[src/rtl/ram_store_controller.sv]
// ram_store_controller: buffers execute-stage stores/pokes in an in-order FIFO and
// retires one write per cycle to variable RAM or, via a fetch stall/idle
// handshake, to program RAM.
//
// Ports:
//   clk, rst_n                      clock (rising edge), async active-low reset
//   in_valid/in_ready               request handshake (push on both high)
//   in_target/in_addr/in_data       0 = variable RAM store, 1 = program RAM poke
//   fetch_idle                      fetch confirms no program-RAM access this cycle
//   p_ram_stall                     asks fetch to halt while a poke is pending
//   p_ram_we/p_ram_addr/p_ram_wdata program RAM write port (registered)
//   v_ram_we/v_ram_addr/v_ram_wdata variable RAM write port (registered)
//   pending                         FIFO non-empty, poke in progress or strobe high
//
// Optional STORE_STATS_EN adds saturating counters p_write_count,
// v_write_count and stall_cycles.
module ram_store_controller #(
  parameter int WORD_SIZE  = 16,
  parameter int ADDR_WIDTH = 8,
  parameter int FIFO_DEPTH = 4
) (
  input  logic                  clk,
  input  logic                  rst_n,
  input  logic                  in_valid,
  output logic                  in_ready,
  input  logic                  in_target,
  input  logic [ADDR_WIDTH-1:0] in_addr,
  input  logic [WORD_SIZE-1:0]  in_data,
  input  logic                  fetch_idle,
  output logic                  p_ram_stall,
  output logic                  p_ram_we,
  output logic [ADDR_WIDTH-1:0] p_ram_addr,
  output logic [WORD_SIZE-1:0]  p_ram_wdata,
  output logic                  v_ram_we,
  output logic [ADDR_WIDTH-1:0] v_ram_addr,
  output logic [WORD_SIZE-1:0]  v_ram_wdata,
  output logic                  pending
`ifdef STORE_STATS_EN
  ,
  output logic [15:0]           p_write_count,
  output logic [15:0]           v_write_count,
  output logic [15:0]           stall_cycles
`endif
);
  localparam int PW = $clog2(FIFO_DEPTH);
  localparam int CW = PW + 1;
  localparam int EW = 1 + ADDR_WIDTH + WORD_SIZE;
  typedef enum logic [1:0] {IDLE, P_REQ, P_WRITE} state_t;
  state_t                state_q, state_d;
  logic [EW-1:0]         mem_q [FIFO_DEPTH];
  logic [PW-1:0]         wr_ptr_q, wr_ptr_d, rd_ptr_q, rd_ptr_d;
  logic [CW-1:0]         count_q, count_d;
  logic                  v_we_q, v_we_d, p_we_q, p_we_d, stall_q, stall_d;
  logic [ADDR_WIDTH-1:0] v_addr_q, v_addr_d, p_addr_q, p_addr_d;
  logic [WORD_SIZE-1:0]  v_data_q, v_data_d, p_data_q, p_data_d;
  logic [EW-1:0]         head;
  logic                  head_t, empty, push, pop;
  logic [ADDR_WIDTH-1:0] head_a;
  logic [WORD_SIZE-1:0]  head_d;
  assign head   = mem_q[rd_ptr_q];
  assign head_t = head[EW-1];
  assign head_a = head[EW-2:WORD_SIZE];
  assign head_d = head[WORD_SIZE-1:0];
  assign empty  = count_q == '0;
  // in_ready comes from registered occupancy only, so a same-cycle pop never frees a slot early
  assign in_ready = count_q < CW'(FIFO_DEPTH);
  assign push     = in_valid && in_ready;
  // a program-RAM head is only popped once fetch has gone idle, blocking everything behind it
  assign pop = (state_q == IDLE && !empty && !head_t) || (state_q == P_REQ && fetch_idle);
  always_comb begin
    wr_ptr_d = push ? wr_ptr_q + 1'b1 : wr_ptr_q;
    rd_ptr_d = pop ? rd_ptr_q + 1'b1 : rd_ptr_q;
    count_d  = count_q + CW'(push) - CW'(pop);
  end
  always_ff @(posedge clk) begin
    if (push) mem_q[wr_ptr_q] <= {in_target, in_addr, in_data};
  end
  always_ff @(posedge clk or negedge rst_n) begin
    if (!rst_n) begin
      state_q  <= IDLE;
      wr_ptr_q <= '0;
      rd_ptr_q <= '0;
      count_q  <= '0;
      v_we_q   <= 1'b0;
      v_addr_q <= '0;
      v_data_q <= '0;
      p_we_q   <= 1'b0;
      p_addr_q <= '0;
      p_data_q <= '0;
      stall_q  <= 1'b0;
    end else begin
      state_q  <= state_d;
      wr_ptr_q <= wr_ptr_d;
      rd_ptr_q <= rd_ptr_d;
      count_q  <= count_d;
      v_we_q   <= v_we_d;
      v_addr_q <= v_addr_d;
      v_data_q <= v_data_d;
      p_we_q   <= p_we_d;
      p_addr_q <= p_addr_d;
      p_data_q <= p_data_d;
      stall_q  <= stall_d;
    end
  end
  always_comb begin
    state_d = state_q == IDLE  ? ((!empty && head_t) ? P_REQ : IDLE) :
              state_q == P_REQ ? (fetch_idle ? P_WRITE : P_REQ) : IDLE;
  end
  // stall covers the whole request/write window and drops as the FSM returns to IDLE
  always_comb begin
    v_we_d   = state_q == IDLE && !empty && !head_t;
    v_addr_d = v_we_d ? head_a : v_addr_q;
    v_data_d = v_we_d ? head_d : v_data_q;
    p_we_d   = state_q == P_REQ && fetch_idle;
    p_addr_d = p_we_d ? head_a : p_addr_q;
    p_data_d = p_we_d ? head_d : p_data_q;
    stall_d  = state_d != IDLE;
  end
  assign v_ram_we    = v_we_q;
  assign v_ram_addr  = v_addr_q;
  assign v_ram_wdata = v_data_q;
  assign p_ram_we    = p_we_q;
  assign p_ram_addr  = p_addr_q;
  assign p_ram_wdata = p_data_q;
  assign p_ram_stall = stall_q;
  assign pending     = !empty || state_q != IDLE || v_we_q || p_we_q;
`ifdef STORE_STATS_EN
  logic [15:0] p_cnt_q, p_cnt_d, v_cnt_q, v_cnt_d, s_cnt_q, s_cnt_d;
  always_comb begin
    p_cnt_d = (p_we_q && p_cnt_q != 16'hFFFF) ? p_cnt_q + 16'd1 : p_cnt_q;
    v_cnt_d = (v_we_q && v_cnt_q != 16'hFFFF) ? v_cnt_q + 16'd1 : v_cnt_q;
    s_cnt_d = (state_q == P_REQ && !fetch_idle && s_cnt_q != 16'hFFFF) ? s_cnt_q + 16'd1 : s_cnt_q;
  end
  always_ff @(posedge clk or negedge rst_n) begin
    if (!rst_n) begin
      p_cnt_q <= '0;
      v_cnt_q <= '0;
      s_cnt_q <= '0;
    end else begin
      p_cnt_q <= p_cnt_d;
      v_cnt_q <= v_cnt_d;
      s_cnt_q <= s_cnt_d;
    end
  end
  assign p_write_count = p_cnt_q;
  assign v_write_count = v_cnt_q;
  assign stall_cycles  = s_cnt_q;
`endif
endmodule

[config.mk]
export PLATFORM = sky130hd
export DESIGN_NAME = ram_store_controller
export DESIGN_NICKNAME = d
export VERILOG_FILES = /design/src/rtl/ram_store_controller.sv
export SDC_FILE = /design/constraint.sdc
export NUM_CORES = 1
export LEC_CHECK = 0
export CAP_MARGIN = 10
export CORE_ASPECT_RATIO = 0.5
export CORE_MARGIN = 3
export CORE_UTILIZATION = 62
export CTS_CLUSTER_DIAMETER = 120
export DETAILED_ROUTE_END_ITERATION = 8
export DONT_BUFFER_PORTS = 1
export PLACE_DENSITY_LB_ADDON = 0.25
export SYNTH_ARGS = -nofsm -noshare
export SYNTH_HDL_FRONTEND = slang
export SYNTH_SLANG_ARGS = --single-unit
[constraint.sdc]
create_clock -name clk -period 3.5 [get_ports clk]
set_input_delay 0.35 -clock clk [delete_from_list [all_inputs] [get_ports clk]]
set_output_delay 0.35 -clock clk [all_outputs]
set_load 0.05 [all_outputs]
After elaboration in Yosys (flattened, before gate mapping)

Memories as Yosys holds them, arrays and structs flattened.
Cells that the tools add are included.

Add/sub/neg operators: 4
$lt $le $gt $ge: 1
Eq/ne operators: 1
Muxes and demuxes: 6
Reduce and logical (&&, ||, !) cells: 15

Operators by type and width:

| operator              | count |
|---|---|
| $mux W2               | 3 |
| $logic_and A1 B1 Y1   | 5 |
| $add A2 B1 Y2 const B | 2 |
| $logic_or A1 B1 Y1    | 4 |
| $reduce_bool A2 Y1    | 2 |
| $add A3 B1 Y3         | 1 |
| $logic_not A3 Y1      | 1 |
| $lt A3 B3 Y1 const B  | 1 |
| $mux W1               | 3 |
| $sub A3 B1 Y3         | 1 |
| $eq A2 B1 Y1 const B  | 1 |
| $logic_not A1 Y1      | 2 |
| $logic_not A2 Y1      | 1 |

Flip-flop bits (word level): 60
Memory bits (writable): 100
Input port bits: 29
Output and inout bits: 53
Memories: 1

Memory list:

| memory | depth | width | read ports | clocked after Yosys merged registers in | wr ports | line | text |
|---|---|---|---|---|---|---|---|
| mem_q  | 4     | 25    | 1          | 0                                       | 1        | 50   | `logic [EW-1:0] mem_q [FIFO_DEPTH];` |

Logic depth before layout (Yosys ltp)

Gate-level depths: netlist of run 1.

Word-level depth: 6
Mapped depth: 9
Gate-level depth less buffers: 8

Worst setup path before layout of run 1

OpenSTA, ideal clock, no wires.

Path type: flip-flop to flip-flop
From: register rd_ptr_q[0]
To: register count_q[2]
Arrival time: 2.368 ns
Data required time: 3.377 ns
Slack: 1.009 ns
Stages on the path, launching flop included: 10
Buffers on the path: 1
Period minus slack after synthesis: 2.491 ns
Path through: dfrtp_1 -> buf_6 -> mux4_2 -> o31ai_1 -> ha_1 -> inv_1 -> ha_1 -> fa_1 -> xnor2_1 -> xnor2_1

Longest elaborated chain between the ends: 5

RTL lines:

| item                     | line | text |
|---|---|---|
| start: declaration       | 51   | `logic [PW-1:0] wr_ptr_q, wr_ptr_d, rd_ptr_q, rd_ptr_d;` |
| start signal: assignment | 94   | `rd_ptr_q <= rd_ptr_d;` |
| $mem_v2 Z4 W25           | --   |  |
| $logic_not A1 Y1         | 69   | `assign pop = (state_q == IDLE && !empty && !head_t) \|\| (state_q == P_REQ && fetch_idle);` |
| $logic_and A1 B1 Y1      | 69   |  |
| $logic_or A1 B1 Y1       | 69   |  |
| net pop                  | 57   | `logic head_t, empty, push, pop;` |
| $sub A3 B1 Y3            | 73   | `count_d = count_q + CW'(push) - CW'(pop);` |
| net count_d[2]           | 52   | `logic [CW-1:0] count_q, count_d;` |
| end signal: assignment   | 95   | `count_q <= count_d;` |
| end: declaration         | 52   |  |

The timed path passes the listed nets, and every way through them passes these cells.
A chain may end at the register's enable or synchronous reset.

Worst setup path in the final report of run 1

From: register count_q[2]
To: register count_q[2]

Longest elaborated chain between the ends: 6
Elaborated cells between the ends (all ways): 9
Classes of those cells: 2 x add/sub; 1 x order compare; 6 x reduce/logical

RTL lines:

| item                             | line | text |
|---|---|---|
| $logic_not A3 Y1                 | 64   | `assign empty = count_q == '0;` |
| $logic_not A1 Y1                 | 69   |  |
| $logic_and A1 B1 Y1 (2 in a row) | 69   |  |
| $logic_or A1 B1 Y1               | 69   |  |
| net pop                          | 57   |  |
| $sub A3 B1 Y3                    | 73   |  |
| net count_d[2]                   | 52   |  |

The timed path passes the listed nets, and every way through them passes these cells.

==> impl_metrics.json, run 1 <==
{
  "clk_pin_slew_ns": 0.06,
  "synth_top_family_by_area": "multiplexers",
  "worstSetupPathType": "reg2reg",
  "cts_setup_buffers": 0,
  "avgSynthCellArea_um2": 17.8,
  "fin_crit_ns": 2.52,
  "yosysTopAreaCell": "edfxtp_1",
  "synthArstFlopShare_pct": 37.5,
  "yosys_register_bits": 160,
  "syn_inst": 338,
  "drtIter0Drc": 166,
  "cts-htree-levels": 4,
  "drive_gt1_share_pct": 24.0,
  "cp.arrival_ns": 2.85,
  "fmax_mhz": 397,
  "ys.warnings.count": 0,
  "synth_compound_area_share_pct": 0.541,
  "path_cells": "nor3_1, o31ai_1, ha_1, inv_1, ha_1, fa_1, xnor2_1, xnor2_1",
  "yosys.area.top_type_share_pct": 50.0,
  "skew_ns": 0.00715,
  "rsz0062_at_grt": "false",
  "holdBufCountCts": 2,
  "synth.distinct_cells": 30,
  "grt_start_max_net_pins": 61,
  "yosys.area_share.simple_pct": 6.18,
  "antenna_found_initial": 0,
  "hpwl_mm": 6.64,
  "dieArea_um2": 11000,
  "yosysMostFrequentCell": "edfxtp_1",
  "synthAdderAreaFrac_pct": 1.58,
  "outcome": "finished, final reports clean",
  "die_h_um": 75.6,
  "grt_pass1_vias": 3182,
  "finish.net_count": 389,
  "grt_overflow": 0,
  "synth_edf_count": 100,
  "fin_setup_tns_ns": 0,
  "hold_violations": 0,
  "cp_max_fo": 5,
  "cap_violations": 0,
  "seq_area_frac_synth_pct": 74.9,
  "cp.required_ns": 3.83,
  "hold_path_class": "in2reg",
  "wl_per_cell_um": 22.2,
  "synthToLayoutAreaGrowth_pct": 12.6,
  "drt-pass1-iter-count": 5,
  "cp-end-kind": "register",
  "cpPeakStageDelay_ns": 0.57,
  "vias": 2886,
  "drt_wl_total_mm": 11.0,
  "cts_resized": 0,
  "clock-sinks": 160,
  "row_count": 24,
  "cts_tree": "done",
  "synth_xor_area_share_pct": 0.729,
  "fillers": 522,
  "netlist_top_cells_count": "edfxtp_1, nand2_1, dfrtp_1, mux2_2, mux4_2",
  "core_um2": 9070,
  "slowest_stage": "nor3_1",
  "tightestPinTransition_ns": 0.761,
  "fin_crit_sh_pct": 72.0,
  "routed_via_density": 5.82,
  "io_buffers": 0,
  "synth.area.top_cells": "edfxtp_1, dfrtp_1, mux4_2",
  "n_antenna_cell": 0,
  "finalSetupViolCount": 0,
  "place.gp.congestion": 0.746,
  "clk_path_buf_depth": 2,
  "grt_pass1_wl_mm": 17.5,
  "clk_latency_ns": 0.41,
  "synth_ff_type": "edfxtp_1",
  "start_kind": "register",
  "numCtsBuffers": 17,
  "die_x_um": 145,
  "slew_viol_final": 0,
  "synth_nets": 374,
  "relSlewSlack_pct": 49.1,
  "drc": 0,
  "design.portCount": 82,
  "ant_nets": 0,
  "track_usage_pct": 22.0,
  "synth_mux_area_share_pct": 14.1,
  "cts_root_buf": "clkbuf_16",
  "start_util_pct": 66.3,
  "netlist_area_um2": 6010
}
==> worst max-delay path, delay by kind of cell, from the launching register on <==
kind	cells	cell delay, ns
adder cells (fa/ha/maj)	3	0.88
AND/OR/NAND/NOR	1	0.57
flip-flops	1	0.42
XOR/XNOR	2	0.31
AO/OA/AOI/OAI	1	0.22
buffers and inverters	1	0.04
==> kinds of logic after synthesis <==
logic type | count (synthesis)
xor gates and xnor gates | 5
adders and majority gates | 7
buffers and inverters | 25
DFF | 160
muxes | 49
and+or+nand+nor | 87
AOI/OAI and AO/OA | 5
==> layout make-up <==
class                   count  area (um2)  area share (%)
repair buffers             10        97.6            1.44
flip-flops and latches    160        4510            66.6
well taps                 130         163            2.40
clock inverters            12         136            2.02
multi-input cells         153        1390            20.5
clock buffers              20         437            6.45
inverters                  11        41.3           0.610
==> placed cells by master, fill, tap and decap left out, drive strengths merged, types with 5 or more instances in the layout <==
cell,count
dfrtp,60
inv,13
nand2,74
mux4,25
buf,9
clkbuf,20
ha,6
edfxtp,100
mux2,24
clkinv,5
==> final timing paths <==
path / startpoint / end / slack, ns / depth (start not counted)
setup / recovery: count_q[2] / count_q[2] / 0.98 / 8
hold / removal: in_addr[2] / mem_q[0][18] / 0.03 / 0
setup reg to reg: count_q[2] / count_q[2] / 0.98 / 8
hold reg to reg: state_q[1] / p_ram_stall / 0.49 / 1
max in group asynchronous: rst_n / rd_ptr_q[0] / 2.77 / 2
min in group asynchronous: rst_n / p_ram_addr[1] / 0.46 / 2
==> stage by stage <==
stage               hold WS [ns]  instances  setup WS, ns  area (um2)  utilization, %
floorplan                 0.0544        338          1.01        6010               -
global placement          0.0561        462          1.08        6160            67.9
detailed placement        0.0555        462         0.964        6160            67.9
CTS                       0.0159        496         0.949        6770            74.6
global route             0.00485        496         0.702        6770            74.6
finish                    0.0309        496         0.981        6770            74.6
==> per-layer routing <==
metal | part of all wire, % | wire length, um | global-route usage, %
met1 | 39 | 4320 | 26.6
met2 | 52 | 5740 | 38.3
met3 | 7.6 | 833 | 7.49
met4 | 0.95 | 105 | 8.94
met5 | 0 | 0 | 0
==> registers in the layout, indices dropped and copies added, names as in the netlist <==
signal,count
wr_ptr_q,2
v_ram_addr,8
mem_q,100
p_ram_wdata,16
v_ram_wdata,16
v_ram_we,1
count_q,3
p_ram_we,1
p_ram_stall,1
p_ram_addr,8
state_q,2
rd_ptr_q,2
Power of run 1 is not shown: default switching activity piles up to over one toggle a cycle in this logic, so the estimate is an artifact.
==> run 2, diff against run 1 <==
==> constraint.sdc (replaced) <==
create_clock -name clk -period 2.4 [get_ports clk]
set_input_delay 0.24 -clock clk [delete_from_list [all_inputs] [get_ports clk]]
set_output_delay 0.24 -clock clk [all_outputs]
set_load 0.05 [all_outputs]
==> impl_metrics.json, run 2 (same netlist as run 1, synthesis figures left out) <==
{
  "outcome": "finished, final reports clean",
  "largest_register_ffs": 100,
  "cp_top_family": "adder cells",
  "clk_pin_slew_ns": 0.06,
  "multi_input_area_um2": 1410,
  "hold_end": "rd_ptr_q[1]",
  "cpPeakStageDelay_ns": 0.54,
  "fin_util_pct": 78.5,
  "ant_nets": 0,
  "fin_crit_ns": 2.33,
  "dieArea_um2": 11000,
  "vias": 3060,
  "dp.cells": 466,
  "drc": 0,
  "max_flop_register": "mem_q",
  "ff2ff_setup_slack_ns": 0.07,
  "antenna_found_initial": 0,
  "cp_max_fo": 2,
  "seq_area_um2": 4510,
  "holdPathStages": 3,
  "path_buf_inv": 1,
  "r2r_start": "rd_ptr_q[0]",
  "row_count": 24,
  "hold_ws_ns": 0.151,
  "clock-sinks": 160,
  "final_cell_count_no_fill": 528,
  "routed_via_density": 5.80,
  "fillers": 524,
  "p_total_mw": 10.8,
  "cts_root_buf": "clkbuf_16",
  "slowest_stage": "mux4_2",
  "track_usage_pct": 22.0,
  "clk_latency_ns": 0.41,
  "path_common_cell": "ha_1",
  "die_x_um": 145,
  "worstSetupPathType": "reg2reg",
  "cts-htree-levels": 4,
  "start_kind": "register",
  "design.portCount": 82,
  "n_antenna_cell": 0,
  "hold_violations": 0,
  "path_cells": "mux4_2, o31ai_4, ha_1, inv_1, ha_1, fa_2, xnor2_2, xnor2_1",
  "start_util_pct": 66.3,
  "drive_gt1_share_pct": 24.4,
  "design_area_um2": 7120,
  "clk_path_buf_depth": 2,
  "finalSetupViolCount": 0,
  "io_buffers": 0,
  "drt_wl_total_mm": 11.2,
  "drtIter0Drc": 210,
  "reg2regPathDepth": 8,
  "cp.arrival_ns": 2.65,
  "drt-pass1-iter-count": 4,
  "core_um2": 9070,
  "finish.net_count": 421,
  "p_leak_nw": 2.75,
  "grt_start_max_net_pins": 61,
  "slew_viol_final": 0,
  "relSlewSlack_pct": 64.7,
  "skew_ns": 0.00742,
  "final_cell_mix": "edfxtp_1, nand2_1, dfrtp_1, dlygate4sd3_1, mux2_2",
  "grt_overflow": 0,
  "fin_crit_sh_pct": 97.2,
  "grt_pass1_vias": 3289,
  "tightestPinTransition_ns": 0.529,
  "fmax_mhz": 429,
  "place_area_um2": 6200,
  "layout_commonest_cell": "edfxtp_1",
  "cp.required_ns": 2.72,
  "wl_per_cell_um": 21.2,
  "cts_tree": "done",
  "numCtsBuffers": 17,
  "cp-end-kind": "register",
  "synthToLayoutAreaGrowth_pct": 18.4,
  "power_density_nw_per_um2": 1520,
  "hold_path_class": "in2reg",
  "peakVddDrop_v": 0.000851,
  "cap_violations": 0,
  "r2r-end": "count_q[2]",
  "grt_pass1_wl_mm": 17.7,
  "hpwl_mm": 6.48,
  "worstHoldStart": "fetch_idle",
  "die_h_um": 75.6,
  "place.gp.congestion": 0.768
}
==> run 2: how the worst max path moves through the flow <==
stage | start | end | slack (ns) | cells past startpoint
3_5_place_dp | rd_ptr_q[0] | count_q[2] | 0.09 | 8
5_1_grt | rd_ptr_q[0] | count_q[2] | -0.05 | 8
3_3_place_gp | rd_ptr_q[0] | count_q[2] | 0.14 | 8
2_1_floorplan | count_q[1] | count_q[2] | 0.05 | 8
6_report | rd_ptr_q[0] | count_q[2] | 0.07 | 8
4_1_cts | rd_ptr_q[0] | count_q[2] | 0.04 | 8
==> run 2: timing repair <==
item	in CTS	in global routing
endpoints found under the setup margin	0	1
hold endpoints to repair	161	0
resized for setup	0	2
hold buffers	28	0
buffers inserted	0	2
==> run 2: report_power, final <==
part / total (mW) / internal (mW) / leakage (nW) / switching [mW]
logic: 2.54 / 1.20 / 0.838 / 1.34
clock network: 2.69 / 1.63 / 0.274 / 1.06
registers: 5.57 / 3.68 / 1.63 / 1.89
==> run 2: routing by layer <==
| layer | global-route usage [%] | routed length [um] | share of wire (%) |
|---|---|---|---|
| met1 | 28.9 | 4730 | 42 |
| met5 | 0 | 0 | 0 |
| met4 | 7.57 | 103 | 0.92 |
| met3 | 6.24 | 688 | 6.2 |
| met2 | 37.1 | 5650 | 51 |
==> run 2: per-stage QoR <==
stage,setup TNS (ns),setup slack (ns)
final,0,0.0679
after floorplan,0,0.0465
after CTS,0,0.0436
after global placement,0,0.137
after global routing,-0.0502,-0.0502
after detailed placement,0,0.0876
==> run 2: final cells by class <==
class	instances	share of cell area, %
Clock buffer	18	6.03
Clock inverter	14	2.34
Inverter	11	0.580
Multi-Input combinational cell	153	19.8
Sequential cell	160	63.3
Tap cell	130	2.28
Timing Repair Buffer	42	5.66
==> run 2: worst min-delay path: cells and delay by family <==
family          cells  cell delay, ns
compound gates      1            0.11
simple gates        1            0.10
xor+xnor            1            0.07
(Power assumes the default switching activity.)
==> run 3, diff against run 2 <==
--- a/config.mk
+++ b/config.mk
@@ -6,7 +6,7 @@
 export NUM_CORES = 1
 export LEC_CHECK = 0
 export CAP_MARGIN = 10
-export CORE_ASPECT_RATIO = 0.5
+export CORE_ASPECT_RATIO = 0.8
 export CORE_MARGIN = 3
 export CORE_UTILIZATION = 62
 export CTS_CLUSTER_DIAMETER = 120
==> impl_metrics.json, run 3 (same netlist as run 1, synthesis figures left out) <==
{
  "io_buffers": 0,
  "ant_nets": 0,
  "hold_path_class": "in2reg",
  "hold_end": "rd_ptr_q[1]",
  "core_um2": 9230,
  "cp.required_ns": 2.70,
  "skew_ns": 0.00651,
  "cp_max_fo": 3,
  "outcome": "finished, final reports clean",
  "holdPathStages": 3,
  "drt_wl_total_mm": 11.1,
  "hpwl_mm": 6.35,
  "layout_commonest_cell": "edfxtp_1",
  "clk_path_buf_depth": 2,
  "die_x_um": 116,
  "r2r-end": "count_q[2]",
  "hold_violations": 0,
  "rsz0062_at_grt": "false",
  "worstHoldStart": "fetch_idle",
  "die_h_um": 94.1,
  "slew_viol_final": 0,
  "clk_pin_slew_ns": 0.06,
  "power_density_nw_per_um2": 1510,
  "cts-htree-levels": 4,
  "routed_via_density": 5.90,
  "tightestPinTransition_ns": 0.535,
  "fin_ws_ns": 0.0852,
  "finalSetupViolCount": 0,
  "cp-end-kind": "register",
  "final_cell_count_no_fill": 515,
  "start_kind": "register",
  "max_flop_register": "mem_q",
  "track_usage_pct": 22.8,
  "finish.net_count": 423,
  "drc": 0,
  "start_util_pct": 65.1,
  "clock-sinks": 160,
  "dp.cells": 454,
  "grt_overflow": 0,
  "clk_latency_ns": 0.42,
  "grt_start_max_net_pins": 61,
  "reg2regPathDepth": 8,
  "antenna_found_initial": 0,
  "fin_crit_sh_pct": 96.5,
  "p_leak_nw": 2.78,
  "cp.arrival_ns": 2.62,
  "n_antenna_cell": 0,
  "fin_setup_tns_ns": 0,
  "numCtsBuffers": 17,
  "fin_crit_ns": 2.31,
  "drive_gt1_share_pct": 25.3,
  "drtIter0Drc": 162,
  "p_total_mw": 10.8,
  "largest_register_ffs": 100,
  "synthToLayoutAreaGrowth_pct": 18.5,
  "grt_pass1_wl_mm": 17.6,
  "pre_cts_ws_ns": 0.0495,
  "wl_per_cell_um": 21.6,
  "cap_violations": 0,
  "drt-pass1-iter-count": 4,
  "cts_root_buf": "clkbuf_16",
  "fillers": 523,
  "row_count": 31,
  "place.gp.congestion": 0.754,
  "ff2ff_setup_slack_ns": 0.09,
  "cts_tree": "done",
  "grt_pass1_vias": 3152,
  "dieArea_um2": 10900,
  "r2r_start": "rd_ptr_q[0]",
  "fmax_mhz": 432,
  "worstSetupPathType": "reg2reg",
  "relSlewSlack_pct": 63.9,
  "design.portCount": 82,
  "final_cell_mix": "edfxtp_1, nand2_1, dfrtp_1, dlygate4sd3_1, mux2_2",
  "peakVddDrop_v": 0.000881,
  "vias": 3040
}
[run 3: layout make-up]
type | count | area [um2] | area share, %
flip-flops and latches | 160 | 4510 | 63.3
multi-input cells | 153 | 1410 | 19.8
inverters | 11 | 41.3 | 0.580
well taps | 115 | 144 | 2.02
clock inverters | 13 | 135 | 1.90
repair buffers | 44 | 430 | 6.04
clock buffers | 19 | 454 | 6.38
[run 3: power breakdown]
part	internal, mW	switching [mW]
combinational	1.21	1.34
clock	1.59	1.06
sequential	3.68	1.88
total	6.49	4.28
[run 3: per-layer routing]
| metal | global-route usage, % | part of all wire [%] | up-vias |
|---|---|---|---|
| met5 | 0 | 0 | - |
| li1 | - | - | 1349 |
| met1 | 30.1 | 44 | 1572 |
| met4 | 9.18 | 1.9 | 0 |
| met2 | 35.3 | 49 | 101 |
| met3 | 7.73 | 5.2 | 18 |
[run 3: through the flow]
stage               hold WS [ns]  util, %  cell area [um2]
floorplan                -0.0556        -             6020
global placement         -0.0541     67.3             6220
detailed placement       -0.0540     67.3             6220
CTS                        0.104     77.0             7100
global route               0.136     77.1             7120
finish                     0.132     77.1             7120
[run 3: critical path: stages, from the launching register on]
cell,delay (ns)
dfrtp_2,0.37
mux4_2,0.57
o31ai_4,0.23
ha_1,0.16
inv_1,0.04
ha_1,0.19
fa_2,0.36
xnor2_2,0.15
xnor2_1,0.13
[run 3: what timing repair did]
| action | 4_1_cts | 5_1_grt |
|---|---|---|
| setup endpoints to repair | 0 | 1 |
| endpoints found under the hold margin | 161 | 0 |
| hold buffers | 28 | 0 |
| resized for setup | 0 | 2 |
| buffers inserted | 0 | 1 |
[run 3: how the worst max path moves through the flow]
stage / startpoint / endpoint / slack (ns) / depth (start not counted)
final: rd_ptr_q[0] / count_q[2] / 0.09 / 8
after detailed placement: rd_ptr_q[0] / count_q[2] / 0.05 / 8
after floorplan: count_q[1] / count_q[2] / 0.05 / 8
after CTS: rd_ptr_q[0] / count_q[2] / 0.0007 / 8
after global placement: rd_ptr_q[0] / count_q[2] / 0.13 / 8
after global routing: rd_ptr_q[0] / count_q[2] / 0.02 / 8
